$ cat src/rtl/rtc_stamp_capture.sv
// RTC event timestamp capture: reads time then date over the reg bus on each event edge and queues {id, date, time}.
// Optional: define RTC_STAMP_COHERENT_EN to re-read time after date and retry once on rollover tearing.
module rtc_stamp_capture #(
   parameter int          NUM_EVT    = 4,
   parameter int          FIFO_DEPTH = 4,
   parameter logic [4:0]  TIME_ADDR  = 5'h00,
   parameter logic [4:0]  DATE_ADDR  = 5'h01,
   parameter int          TIMEOUT    = 15,
   localparam int         ID_W       = (NUM_EVT > 1) ? $clog2(NUM_EVT) : 1,
   localparam int         PTR_W      = $clog2(FIFO_DEPTH),
   localparam int         CNT_W      = $clog2(FIFO_DEPTH) + 1,
   localparam int         ENT_W      = 64 + ID_W
) (
   input  logic               rtc_clk,
   input  logic               rst,
   input  logic [NUM_EVT-1:0] evt_in,
   output logic               reg_cs,
   output logic [4:0]         reg_addr,
   output logic [31:0]        reg_wdata,
   output logic [3:0]         reg_be,
   output logic               reg_wr,
   input  logic [31:0]        reg_rdata,
   input  logic               reg_ack,
   input  logic               ts_rd,
   output logic               ts_valid,
   output logic [ENT_W-1:0]   ts_rdata,
   output logic [CNT_W-1:0]   ts_count,
   output logic               ts_ovf,
   output logic               ts_err,
   output logic               evt_miss,
   input  logic               flag_clr
);
   localparam int WAIT_W = $clog2(TIMEOUT + 1);

`ifdef RTC_STAMP_COHERENT_EN
   typedef enum logic [2:0] {S_IDLE, S_RD_TIME, S_GAP, S_RD_DATE, S_PUSH,
                             S_GAP2, S_RD_TIME2, S_RETRY} state_t;
`else
   typedef enum logic [2:0] {S_IDLE, S_RD_TIME, S_GAP, S_RD_DATE, S_PUSH} state_t;
`endif

   state_t               state, nxt;
   logic [NUM_EVT-1:0]   evt_d, pending, edges, clr_mask;
   logic                 arb_hit, take;
   logic [ID_W-1:0]      arb_id, cur_id;
   logic [31:0]          time_r, date_r;
   logic [WAIT_W-1:0]    wcnt;
   logic                 acked, tmo, tear_err;
   logic [ENT_W-1:0]     mem [FIFO_DEPTH];
   logic [PTR_W-1:0]     wr_ptr, rd_ptr;
   logic                 full, empty, do_pop, do_push, drop;
`ifdef RTC_STAMP_COHERENT_EN
   logic                 retried;
`endif

   assign reg_wdata = '0;
   assign reg_be    = 4'hF;
   assign reg_wr    = 1'b0;

   // Lowest index wins; scan downward so the last hit is the smallest index.
   always_comb begin
      arb_hit = 1'b0;
      arb_id  = '0;
      for (int i = NUM_EVT - 1; i >= 0; i--)
         if (pending[i]) begin
            arb_hit = 1'b1;
            arb_id  = ID_W'(i);
         end
   end

   assign take  = (state == S_IDLE) && arb_hit;
   assign edges = evt_in & ~evt_d;
   assign acked = reg_cs && reg_ack;
   assign tmo   = reg_cs && !reg_ack && (wcnt == WAIT_W'(TIMEOUT - 1));

   always_comb begin
      clr_mask = '0;
      if (take) clr_mask[arb_id] = 1'b1;
   end

   always_ff @(posedge rtc_clk) begin
      if (rst) state <= S_IDLE;
      else     state <= nxt;
   end

   always_comb begin
      nxt      = state;
      tear_err = 1'b0;
      case (state)
         S_IDLE:    if (arb_hit) nxt = S_RD_TIME;
         S_RD_TIME: if (acked) nxt = S_GAP; else if (tmo) nxt = S_IDLE;
         S_GAP:     nxt = S_RD_DATE;
`ifdef RTC_STAMP_COHERENT_EN
         S_RD_DATE: if (acked) nxt = S_GAP2; else if (tmo) nxt = S_IDLE;
         S_GAP2:    nxt = S_RD_TIME2;
         S_RD_TIME2:
            if (acked) begin
               if (reg_rdata == time_r) nxt = S_PUSH;
               else if (!retried)       nxt = S_RETRY;
               else begin
                  nxt      = S_PUSH;
                  tear_err = 1'b1;
               end
            end else if (tmo) nxt = S_IDLE;
         S_RETRY:   nxt = S_RD_TIME;
`else
         S_RD_DATE: if (acked) nxt = S_PUSH; else if (tmo) nxt = S_IDLE;
`endif
         S_PUSH:    nxt = S_IDLE;
         default:   nxt = S_IDLE;
      endcase
   end

   always_comb begin
      reg_cs   = 1'b0;
      reg_addr = '0;
      case (state)
         S_RD_TIME:  begin reg_cs = 1'b1; reg_addr = TIME_ADDR; end
         S_RD_DATE:  begin reg_cs = 1'b1; reg_addr = DATE_ADDR; end
`ifdef RTC_STAMP_COHERENT_EN
         S_RD_TIME2: begin reg_cs = 1'b1; reg_addr = TIME_ADDR; end
`endif
         default:    ;
      endcase
   end

   assign full    = (ts_count == CNT_W'(FIFO_DEPTH));
   assign empty   = (ts_count == '0);
   assign do_pop  = ts_rd && !empty;
   assign do_push = (state == S_PUSH) && (!full || do_pop);
   assign drop    = (state == S_PUSH) && full && !do_pop;

   assign ts_valid = !empty;
   assign ts_rdata = empty ? '0 : mem[rd_ptr];

   always_ff @(posedge rtc_clk)
      if (do_push) mem[wr_ptr] <= {cur_id, date_r, time_r};

   always_ff @(posedge rtc_clk) begin
      evt_d <= evt_in;
      if (rst) begin
         pending  <= '0;
         cur_id   <= '0;
         time_r   <= '0;
         date_r   <= '0;
         wcnt     <= '0;
         wr_ptr   <= '0;
         rd_ptr   <= '0;
         ts_count <= '0;
         ts_ovf   <= 1'b0;
         ts_err   <= 1'b0;
         evt_miss <= 1'b0;
`ifdef RTC_STAMP_COHERENT_EN
         retried  <= 1'b0;
`endif
      end else begin
         // An edge landing in the clear cycle re-arms the bit without counting as a miss.
         pending <= (pending & ~clr_mask) | edges;
         if (|(edges & pending & ~clr_mask)) evt_miss <= 1'b1;
         else if (flag_clr)                  evt_miss <= 1'b0;

         if (take) cur_id <= arb_id;
         if (reg_cs && !reg_ack && !tmo) wcnt <= wcnt + 1'b1;
         else                            wcnt <= '0;

         if (acked && reg_addr == DATE_ADDR) date_r <= reg_rdata;
         else if (acked)                     time_r <= reg_rdata;

`ifdef RTC_STAMP_COHERENT_EN
         if (take)                retried <= 1'b0;
         else if (nxt == S_RETRY) retried <= 1'b1;
`endif

         if (tmo || tear_err) ts_err <= 1'b1;
         else if (flag_clr)   ts_err <= 1'b0;

         if (drop)          ts_ovf <= 1'b1;
         else if (flag_clr) ts_ovf <= 1'b0;

         if (do_push) wr_ptr <= wr_ptr + 1'b1;
         if (do_pop)  rd_ptr <= rd_ptr + 1'b1;
         ts_count <= ts_count + CNT_W'(do_push) - CNT_W'(do_pop);
      end
   end
endmodule

$ cat config.mk
export PLATFORM = sky130hd
export DESIGN_NAME = rtc_stamp_capture
export DESIGN_NICKNAME = d
export VERILOG_FILES = /design/src/rtl/rtc_stamp_capture.sv
export SDC_FILE = /design/constraint.sdc
export NUM_CORES = 1
export LEC_CHECK = 0
export BUFFER_PORTS_ARGS = -buffer_cell sky130_fd_sc_hd__buf_2
export CORE_UTILIZATION = 58
export CTS_CLUSTER_DIAMETER = 60
export DETAILED_ROUTE_END_ITERATION = 10
export PLACE_DENSITY = 0.77
export SYNTH_ARGS = -nofsm -noshare
export SYNTH_HDL_FRONTEND = slang
export SYNTH_SLANG_ARGS = --single-unit
export TNS_END_PERCENT = 1
$ cat constraint.sdc
create_clock -name rtc_clk -period 3.77 [get_ports rtc_clk]
set_input_delay 0.1885 -clock rtc_clk [delete_from_list [all_inputs] [get_ports rtc_clk]]
set_output_delay 0.1885 -clock rtc_clk [all_outputs]
set_load 0.01 [all_outputs]
# Word-level counts from Yosys, hierarchy flattened
# Memories as Yosys holds them, arrays and structs flattened. A register that Yosys moved wholly into a read port is not among the register bits.
# Index checks and enable logic that the tools add are counted.
[totals]
regBits = 91
wordCells = 91
mem_bits_rw = 264
n_memories = 1
out_inout_bits = 116
[mem_list]
columns = ["memory", "depth", "word_bits", "rd", "rd_clocked_by_memory_dff", "write_ports", "line_no", "rtl"]
rows = [
  ["mem", 4, 66, 1, 1, 1, "49", "logic [ENT_W-1:0] mem [FIFO_DEPTH];"],
]
[classes]
bitwise_logic = 9
addsub = 5
order_cmp = 2
reduce_logical = 26
eq_ne = 8
n_mux = 27
[ops]
columns = ["cell", "count"]
rows = [
  ["two-way mux 66 bit", 1],
  ["AND 4 bit", 4],
  ["two-way mux 1 bit", 13],
  ["two-way mux 2 bit", 6],
  ["two-way mux 3 bit", 4],
  ["case mux 3 bit (4 select lines)", 1],
  ["logical AND 1 bit", 11],
  ["inverter 4 bit", 2],
  ["equality test 3 x 2 -> 1 bit (second input constant)", 2],
  ["equality test 3 bit (second input constant)", 2],
  ["logical NOT 3 bit", 2],
  ["nonzero test 2 bit", 3],
  ["equality test 5 x 1 -> 1 bit (second input constant)", 1],
  ["logical NOT 1 bit", 5],
  ["adder 2 x 1 -> 2 bit (second input constant)", 2],
  ["adder 4 x 1 -> 4 bit (second input constant)", 1],
  ["equality test 4 bit (second input constant)", 1],
  ["two-way mux 4 bit", 1],
  ["OR 4 bit", 1],
  ["OR reduction 2 bit", 2],
  ["OR reduction 4 bit", 1],
  ["adder 3 x 1 -> 3 bit", 1],
  ["equality test 3 x 1 -> 1 bit (second input constant)", 1],
  ["< comparator 2 x 3 -> 1 bit (second input constant)", 1],
  ["7 further kinds", 8],
]

# Longest topological paths before layout
# Gate-level depths: netlist (run 1).
[logic_depth]
word_depth = 13
mapped_depth = 11
depth_no_buf = 10

# Worst setup path after synthesis (run 1)
# OpenSTA, ideal clock, no wires.
[synth_path]
path_type = "register to register"
startpoint = "reg ts_count[1]"
endpoint = "mem mem[0][0] in the netlist's numbering, enable pin"
setup_time_ns = 0.431
path_buffers = 1
stages_incl_launch_ff = 5
slack_ns = 0.895
arrival_time_ns = 2.443
period_less_slack_ns = 2.875
path_cell_list = "dfxtp_1 > nor4b_2 > and3b_1 > buf_2 > and2_1"
[synth_between]
elab_chain_len = 7
elab_cells_between_ends = 9
cone_classes = "eq/ne (1); mux (2); reduce/logical (6)"
[synth_lines]
columns = ["item", "line_no", "rtl"]
rows = [
  ["start: declaration", "27", "output logic [CNT_W-1:0] ts_count,"],
  ["start signal: assignment", "182", "ts_count <= ts_count + CNT_W'(do_push) - CNT_W'(do_pop);"],
  ["logical NOT 3 bit", "128", "assign empty = (ts_count == '0);"],
  ["logical NOT 1 bit", "129", "assign do_pop = ts_rd && !empty;"],
  ["logical AND 1 bit", "129", ""],
  ["logical OR 1 bit *", "130", "assign do_push = (state == S_PUSH) && (!full || do_pop);"],
  ["logical AND 1 bit *", "130", ""],
  ["two-way mux 1 bit *", "137", "if (do_push) mem[wr_ptr] <= {cur_id, date_r, time_r};"],
  ["two-way mux 1 bit (not written as such) *", "137", ""],
  ["end: declaration", "49", ""],
]
# Every way passes the cells marked *; elsewhere a longest branch is shown, timed or not.

==> impl_metrics.py, run 1 <==
metrics = {
    "status": {
        "status": "complete, no violations",
    },
    "critical_path": {
        "setup.worst_path.end_class": "output pin",
        "reg2reg_from": "ts_count[1]",
        "cp_slowest_cell": "dfxtp_4",
        "r2r_slack_ns": 1.02,
        "arrival_ns": 2.57,
        "path_cells": "buf_4 > mux4_2 > and2_1 > buf_2",
        "critPathLaunchType": "flip-flop",
        "required_ns": 3.58,
        "path_class": "flip-flop to output pin",
        "rr_endpoint": "ts_count[2]",
        "critPathMaxFanout": 32,
        "crit_path_max_incr_delay_ns": 0.79,
        "rr_worst_depth": 9,
    },
    "grt": {
        "grt_pass1_vias": 7477,
        "globalRouteOverflowTotal": 0,
        "grt_pass1_wl_mm": 40.54,
        "gr-usage-all-layers_pct": 22.48,
        "antenna_found_initial": 0,
        "grt_max_degree": 70,
    },
    "logic_synthesis": {
        "synth_edf_count": 264,
        "ys_warn_count": 0,
        "synthesis.area_sq_um": 13730,
        "yosysTopAreaCell": "edfxtp_1",
        "synthArstFlopShare_pct": 0,
        "yosysSeqAreaShare_pct": 71.31,
        "synth_area_leaders": "edfxtp_1 58%, dfxtp_1 14%, mux4_2 11%",
        "ys_types": 36,
        "yosys_register_bits": 357,
        "synth_top_area_share_pct": 57.75,
        "synth_area_per_cell_sq_um": 15.71,
        "syn_inst": 874,
        "synthFlopType": "edfxtp_1",
    },
    "routing": {
        "post_drt_via_cell_ratio": 5.438,
        "ant_nets": 0,
        "wl_per_cell_microns": 19.52,
        "drc_errors": 0,
        "vias": 7412,
        "drt-initial-drc-count": 457,
        "firstDrtPassIters": 7,
        "wirelength_mm": 26.60,
    },
    "cells_and_area": {
        "area_delta_synth_final_pct": 15.52,
        "multi_input_area_sq_um": 3490,
        "num-nets-final": 1072,
        "fill_cells": 1522,
        "final_common_cell": "edfxtp_1",
        "final_cells": 1363,
        "final_layout_size_suffix_gt1_share_pct": 23.71,
        "insertedDiodeCount": 0,
        "layout_common_cells": "264 x edfxtp_1, 132 x nand2_1, 115 x buf_2",
        "ff_latch_area_sq_um": 9797,
    },
    "place": {
        "port_buffers": 115,
        "routabilityCongestion": 0.7968,
        "dp.cells": 1260,
        "place_ws_ns": 1.002,
        "hpwl_mm": 14.19,
    },
    "sta": {
        "tns_ns": 0,
        "setup_ws_ns": 1.015,
        "final-setup-viol-count": 0,
        "min_period_ns": 2.755,
        "finalHoldViolCount": 0,
        "rsz0062_at_grt": "no",
        "finalCritPeriodShare_pct": 73.09,
        "worst_pin_slew_ns": 1.046,
        "fmax_ghz": 0.3629,
        "skew_ns": 0.01146,
        "slew_headroom_pct": 30.26,
        "final_max_slew_viol_count": 0,
    },
    "floorplan": {
        "die_area_sq_um": 24290,
        "fp.coreArea_sq_um": 22920,
        "ios": 157,
        "die_x_microns": 155.9,
        "rows": 55,
        "initial_core_util_pct": 59.91,
        "die_y_microns": 155.9,
    },
    "run": {
        "drv_cap": 0,
    },
    "cts": {
        "cts_buffers": 36,
        "cts_tree": "yes",
        "clockRootBuffer": "clkbuf_16",
        "cts_sinks": 357,
        "clockBufferDepth": 3,
        "post-cts-setup-buffers": 0,
        "htreeDepth": 2,
        "clock_insertion_delay_worst_skew_ns": 0.51,
        "clk_pin_slew_ns": 0.06,
    },
    "power_and_ir_drop": {
        "p_leak_nw": 5.408,
        "p_per_area_nw_per_um2": 645.7,
        "max-vdd-ir-drop_v": 0.0005656,
        "p_total_mw": 10.24,
    },
    "min_path": {
        "holdPathEnd": "ts_err",
        "hold_path_startpoint": "reg_ack",
        "worst_hold_path.num_cells": 3,
        "hold_class": "input port to flip-flop",
    },
}
-- timing repair --
item | in CTS | in global routing
resized for setup | 0 | 0
endpoints found under the hold margin | 72 | 0
hold buffers | 37 | 0
endpoints found under the setup margin | 0 | 0
-- critical path, delay by kind of cell, from the launching register on --
family / cells / cell delay [ns]
buffers and inverters: 2 / 0.53
flip-flops: 1 / 0.79
multiplexers: 1 / 0.54
AND/OR/NAND/NOR: 1 / 0.19
-- metal layers --
metal	vias up	GRT usage, %	part of all wire [%]
met5	-	0	0
met4	0	7.470	1.8
met3	43	4.250	5.6
met2	235	36.67	50
met1	3711	30.76	43
li1	3423	-	-
-- kinds of logic after synthesis --
kind of cell    share of synthesized area [%]
buf+inv                                 4.448
simple gates                            8.895
mux                                     10.90
xor+xnor                               0.4466
compound gates                          3.072
flops                                   71.31
other cells                           0.05471
fa+ha+maj                              0.8750
-- synthesized netlist by cell type, types with 4 or more instances --
library cell / count
buf_4: 46
clkbuf_1: 18
a21oi_1: 72
mux4_2: 66
edfxtp_1: 264
nor2_1: 22
nand2_1: 132
o21ai_0: 6
inv_1: 9
nand3_1: 4
nor2b_1: 6
buf_2: 14
and2_1: 73
ha_1: 8
xnor2_1: 5
dfxtp_1: 93
buf_6: 8
-- cell type report --
cell class                 count  share of cell area, %
clock buffer                  55                  6.517
inverter                       9                 0.2130
tap                          313                  2.469
clock inverter                11                 0.6943
multi-input combinational    460                  22.00
sequential                   357                  61.78
timing repair buffer         158                  6.327
-- registers in the layout, indices dropped and copies added (netlist names), 3 cells and up, named ones only --
name / flops
wcnt: 4
evt_d: 4
date_r: 32
state: 3
mem: 264
time_r: 32
ts_count: 3
pending: 4
-- how the worst max path moves through the flow --
stage | startpoint | endpoint | slack [ns]
2_1_floorplan | ts_count[1] | mem[0][0] | 0.90
3_3_place_gp | ts_count[1] | ts_count[2] | 1.09
3_5_place_dp | ts_count[1] | ts_count[2] | 1.00
4_1_cts | flip-flop | ts_rdata[22] | 0.91
5_1_grt | flip-flop | ts_rdata[22] | 0.82
6_report | flip-flop | ts_rdata[22] | 1.01
-- power by group --
part           total, mW  switching (mW)  internal, mW
combinational       2.35            1.21          1.15
clock               3.42            1.39          2.03
sequential          4.47           0.203          4.26
total               10.2            2.80          7.44
-- metrics by stage --
stage,area (sq um),util [%],hold WS (ns)
floorplan,13870,-,0.2162
global placement,14350,62.60,0.3024
global route,15860,69.21,0.02931
CTS,15860,69.21,0.02019
finish,15860,69.21,0.04092
detailed placement,14350,62.60,0.3039
Note: power is estimated with default switching activity, not from simulation.
==> run 2, diff against run 1 <==
==> constraint.sdc (replaced) <==
create_clock -name rtc_clk -period 2.9 [get_ports rtc_clk]
set_input_delay 0.145 -clock rtc_clk [delete_from_list [all_inputs] [get_ports rtc_clk]]
set_output_delay 0.145 -clock rtc_clk [all_outputs]
set_load 0.01 [all_outputs]
==> run 2 against run 1 <==
  * Design area grew 0.87%
  * Register-to-register slack lost 0.54 ns
  * Core utilization grew 0.60 points
  * Clock power grew 26%
  * Critical endpoint is now ts_rdata[56]
==> impl_metrics.py, run 2 (synthesis results as in run 1) <==
metrics = {
    "status": {
        "status": "complete, no violations",
    },
    "place": {
        "place_ws_ns": 0.5026,
        "hpwl_mm": 15.17,
        "routabilityCongestion": 0.8027,
        "port_buffers": 115,
        "place_area_sq_um": 14510,
    },
    "floorplan": {
        "initial_core_util_pct": 59.91,
        "ios": 157,
        "die_y_microns": 155.9,
        "die_area_sq_um": 24290,
        "rows": 55,
        "fp.coreArea_sq_um": 22920,
        "die_x_microns": 155.9,
    },
    "critical_path": {
        "cp_slowest_cell": "dfxtp_4",
        "crit_path_max_incr_delay_ns": 0.60,
        "setup.worst_path.end_class": "output pin",
        "required_ns": 2.76,
        "crit_cells": 4,
        "cp_top_family": "flip-flops",
        "rr_worst_depth": 10,
        "arrival_ns": 2.31,
        "critPathMaxFanout": 27,
        "path_cells": "buf_12 > mux4_2 > and2_1 > buf_2",
        "critPathLaunchType": "flip-flop",
        "path_class": "flip-flop to output pin",
        "path_buf_inv": 2,
    },
    "grt": {
        "grt_pass1_wl_mm": 41.69,
        "grt_max_degree": 69,
        "gr-usage-all-layers_pct": 23.03,
        "globalRouteOverflowTotal": 0,
        "grt_pass1_vias": 7583,
        "antenna_found_initial": 0,
    },
    "sta": {
        "tns_ns": 0,
        "setup_ws_ns": 0.4437,
        "finalCritPeriodShare_pct": 84.70,
        "worst_pin_slew_ns": 0.8685,
        "fmax_ghz": 0.4071,
        "final-setup-viol-count": 0,
        "rsz0062_at_grt": "no",
        "slew_headroom_pct": 42.10,
        "final_max_slew_viol_count": 0,
        "hold_slack_ns": 0.09586,
        "finalHoldViolCount": 0,
        "skew_ns": 0.01890,
        "min_period_ns": 2.456,
    },
    "min_path": {
        "worst_hold_path.num_cells": 4,
        "hold_class": "input port to flip-flop",
    },
    "cts": {
        "cts_sinks": 357,
        "post_cts_resized": 0,
        "clock_insertion_delay_worst_skew_ns": 0.52,
        "clk_pin_slew_ns": 0.06,
        "cts_tree": "yes",
        "htreeDepth": 2,
        "clockRootBuffer": "clkbuf_16",
        "cts_buffers": 35,
        "clockBufferDepth": 3,
    },
    "run": {
        "drv_cap": 0,
    },
    "routing": {
        "wirelength_mm": 27.10,
        "wl_per_cell_microns": 19.77,
        "drt-initial-drc-count": 576,
        "post_drt_via_cell_ratio": 5.478,
        "drc_errors": 0,
        "ant_nets": 0,
        "firstDrtPassIters": 5,
        "vias": 7510,
    },
    "cells_and_area": {
        "largest-register": "mem",
        "multi_input_area_sq_um": 3490,
        "final_layout_size_suffix_gt1_share_pct": 24.86,
        "final_common_cell": "edfxtp_1",
        "largest_reg_flops": 264,
        "num-nets-final": 1082,
        "largest_registers": "mem: 264 flops, date_r: 32 flops, time_r: 32 flops",
        "ff_latch_area_sq_um": 9797,
        "layout_common_cells": "264 x edfxtp_1, 132 x nand2_1, 115 x buf_2",
        "area_delta_synth_final_pct": 16.52,
        "final_area_sq_um": 16000,
        "fill_cells": 1459,
        "insertedDiodeCount": 0,
    },
    "power_and_ir_drop": {
        "p_leak_nw": 5.468,
        "max-vdd-ir-drop_v": 0.0005701,
        "p_total_mw": 13.22,
        "p_per_area_nw_per_um2": 826.4,
    },
}
run 2: changes by cell type in the layout (fill, tap and decap cells not counted), moves of 2 or more:
cell	change
clkinv_2	+3
buf_12	+7
buf_4	+3
clkinvlp_4	+2
clkbuf_1	-7
run 2: final cells by class:
cell class | instances | area share [%]
Clock buffer | 47 | 6.140
Timing Repair Buffer | 169 | 7.352
Tap cell | 313 | 2.448
Multi-Input combinational cell | 460 | 21.81
Inverter | 9 | 0.2112
Clock inverter | 16 | 0.7900
Sequential cell | 357 | 61.24
run 2: path summary, 6_finish.rpt:
path | startpoint | endpoint | slack, ns
worst min-delay path | ts_rd | rd_ptr[1] | 0.1
worst max-delay path | flip-flop | ts_rdata[56] | 0.44
worst min register to register | wcnt[0] | wcnt[0] | 0.47
worst max register to register | ts_count[2] | ts_count[2] | 0.48
run 2: metrics by stage:
step	instances	utilization (%)
floorplan	913	-
global placement	1270	63.31
detailed placement	1270	63.31
CTS	1371	69.81
global route	1371	69.81
finish	1371	69.81
run 2: repair_timing:
item | in CTS | in global routing
hold buffers | 38 | 0
buffers inserted | 0 | 0
hold endpoints to repair | 73 | 0
run 2: tightest hold or removal path, stage by stage:
cell and delay (ns):
buf_2 0.12, nand3_1 0.10, xor2_1 0.07, nor2_1 0.12
run 2: where the power goes:
group	switching, mW	total (mW)	internal [mW]
Clock	1.83	4.31	2.49
Sequential	0.176	5.72	5.54
Combinational	1.67	3.19	1.52
Total	3.67	13.2	9.55
run 2: layer usage:
metal,up-vias,GRT usage (%),share of wire (%)
met2,320,39.33,51
met4,0,7.470,1.6
met1,3731,30.68,41
li1,3424,-,-
met5,-,0,0
met3,35,3.333,6.6
==> run 3, diff against run 2 <==
--- a/config.mk
+++ b/config.mk
@@ -6,10 +6,10 @@
 export NUM_CORES = 1
 export LEC_CHECK = 0
 export BUFFER_PORTS_ARGS = -buffer_cell sky130_fd_sc_hd__buf_2
-export CORE_UTILIZATION = 58
+export CORE_UTILIZATION = 52
 export CTS_CLUSTER_DIAMETER = 60
 export DETAILED_ROUTE_END_ITERATION = 10
-export PLACE_DENSITY = 0.77
+export PLACE_DENSITY = 0.73
 export SYNTH_ARGS = -nofsm -noshare
 export SYNTH_HDL_FRONTEND = slang
 export SYNTH_SLANG_ARGS = --single-unit
==> constraint.sdc (replaced) <==
create_clock -name rtc_clk -period 2.2 [get_ports rtc_clk]
set_input_delay 0.11 -clock rtc_clk [delete_from_list [all_inputs] [get_ports rtc_clk]]
set_output_delay 0.11 -clock rtc_clk [all_outputs]
set_load 0.01 [all_outputs]
==> run 3 against run 2 <==
  * First-iteration DRC count grew 0.69%
  * Critical path depth up 1
  * Largest cell class unchanged
  * Highest routed layer unchanged
  * Design area grew 2.9%
  * The run now ends with negative setup slack left
==> impl_metrics.py, run 3 (synthesis results as in run 1) <==
metrics = {
    "status": {
        "status": "finished, violations left",
        "violations": "negative setup slack",
    },
    "cts": {
        "clockBufferDepth": 3,
        "cts_sinks": 357,
        "clockRootBuffer": "clkbuf_16",
        "clk_pin_slew_ns": 0.06,
        "cts_buffers": 37,
        "clock_insertion_delay_worst_skew_ns": 0.52,
        "htreeDepth": 2,
        "cts_tree": "yes",
    },
    "cells_and_area": {
        "largest-register": "mem",
        "fill_cells": 1869,
        "largest_reg_flops": 264,
        "layout_common_cells": "264 x edfxtp_1, 132 x nand2_1, 115 x buf_2",
        "area_delta_synth_final_pct": 19.85,
        "multi_input_area_sq_um": 3523,
        "ff_latch_area_sq_um": 9798,
        "insertedDiodeCount": 0,
        "num-nets-final": 1105,
        "final_common_cell": "edfxtp_1",
        "largest_registers": "mem: 264 flops, date_r: 32 flops, time_r: 32 flops",
        "final_layout_size_suffix_gt1_share_pct": 27.03,
    },
    "critical_path": {
        "cp_top_family": "multiplexers",
        "arrival_ns": 2.10,
        "crit_cells": 5,
        "critPathMaxFanout": 7,
        "path_buf_inv": 3,
        "path_cells": "buf_12 > clkbuf_16 > mux4_2 > and2_1 > buf_2",
        "cp-endpoint": "ts_rdata[10]",
        "r2r_slack_ns": 0.08,
        "crit_path_max_incr_delay_ns": 0.48,
        "setup.worst_path.end_class": "output pin",
        "rr_endpoint": "ts_count[2]",
        "rr_worst_depth": 9,
        "critPathLaunchType": "flip-flop",
        "cp_slowest_cell": "mux4_2",
        "path_class": "flip-flop to output pin",
        "reg2reg_from": "ts_count[1]",
        "required_ns": 2.09,
    },
    "grt": {
        "gr-usage-all-layers_pct": 20.98,
        "antenna_found_initial": 0,
        "globalRouteOverflowTotal": 0,
        "grt_pass1_vias": 7657,
        "grt_max_degree": 69,
        "grt_pass1_wl_mm": 42.29,
    },
    "routing": {
        "drt-initial-drc-count": 580,
        "wirelength_mm": 28.08,
        "drc_errors": 0,
        "wl_per_cell_microns": 19.79,
        "firstDrtPassIters": 5,
        "vias": 7612,
        "ant_nets": 0,
        "post_drt_via_cell_ratio": 5.364,
    },
    "sta": {
        "hold_slack_ns": 0.02512,
        "skew_ns": 0.01503,
        "tns_ns": -0.006721,
        "slew_headroom_pct": 66.74,
        "finalCritPeriodShare_pct": 100.3,
        "final_max_slew_viol_count": 0,
        "finalHoldViolCount": 0,
        "fmax_ghz": 0.4532,
        "rsz0062_at_grt": "yes",
        "final-setup-viol-count": 1,
        "setup_ws_ns": -0.006721,
        "worst_pin_slew_ns": 0.4951,
        "min_period_ns": 2.207,
    },
    "floorplan": {
        "fp.coreArea_sq_um": 25980,
        "initial_core_util_pct": 52.83,
        "die_area_sq_um": 27050,
        "die_x_microns": 164.5,
        "ios": 157,
        "rows": 59,
        "die_y_microns": 164.5,
    },
    "min_path": {
        "hold_class": "input port to flip-flop",
    },
    "place": {
        "routabilityCongestion": 0.7095,
        "port_buffers": 115,
        "hpwl_mm": 15.35,
    },
    "power_and_ir_drop": {
        "p_leak_nw": 5.672,
        "p_per_area_nw_per_um2": 1111,
        "max-vdd-ir-drop_v": 0.0008825,
    },
    "run": {
        "drv_cap": 0,
    },
}
run 3: how the worst min path moves through the flow:
stage | from | cells after the start | to | slack [ns]
floorplan | evt_in[0] | 0 | evt_d[0] | 0.14
global placement | evt_in[2] | 1 | evt_d[2] | 0.23
detailed placement | evt_in[2] | 1 | evt_d[2] | 0.23
CTS | ts_rd | 4 | rd_ptr[1] | 0.02
global route | rst | 2 | flip-flop | 0.03
finish | ts_rd | 4 | rd_ptr[1] | 0.03
run 3: routing by layer:
metal  track usage [%]  vias to the layer above  share of wire, %
li1                  -                     3478                 -
met4             7.465                        0               2.9
met2             34.43                      291                49
met1             28.41                     3775                42
met5                 0                        -                 0
met3             3.616                       68               6.4
run 3: through the flow:
| step | cell area, sq um | worst slack [ns] | power (mW) | utilization [%] | std cells |
|---|---|---|---|---|---|
| after global routing | 16450 | -0.05218 | 19.07 | 63.32 | 1419 |
| after global placement | 14660 | -0.05329 | 11.93 | 56.41 | 1301 |
| final | 16450 | -0.006721 | 18.28 | 63.32 | 1419 |
| after CTS | 16300 | -0.01312 | 18.16 | 62.71 | 1410 |
| after floorplan | 13880 | -0.6745 | 10.35 | - | 913 |
| after detailed placement | 14660 | -0.08958 | 11.97 | 56.41 | 1301 |
run 3: worst register-to-register path, stage by stage, from the launching register on:
cell	delay, ns
dfxtp_2	0.33
or3_4	0.39
and2_4	0.16
ha_4	0.26
inv_2	0.04
ha_4	0.15
fa_2	0.34
xnor2_2	0.15
xnor2_1	0.13
nor2_1	0.05
run 3: final cells by class:
cell class	count	area share, %
flip-flops and latches	357	59.55
multi-input cells	460	21.41
clock buffers	48	6.380
well taps	335	2.548
repair buffers	190	8.973
inverters	9	0.2053
clock inverters	20	0.9278
run 3: where the power goes:
group	switching, mW	internal [mW]
sequential	0.139	7.31
clock	2.47	3.61
combinational	2.40	2.35
run 3: timing repair:
item	CTS	global route
setup buffers	3	6
hold endpoints to repair	77	0
setup endpoints to repair	57	55
gates resized for setup	7	9
cloned	0	3
hold buffers	38	0
pin swaps	4	6
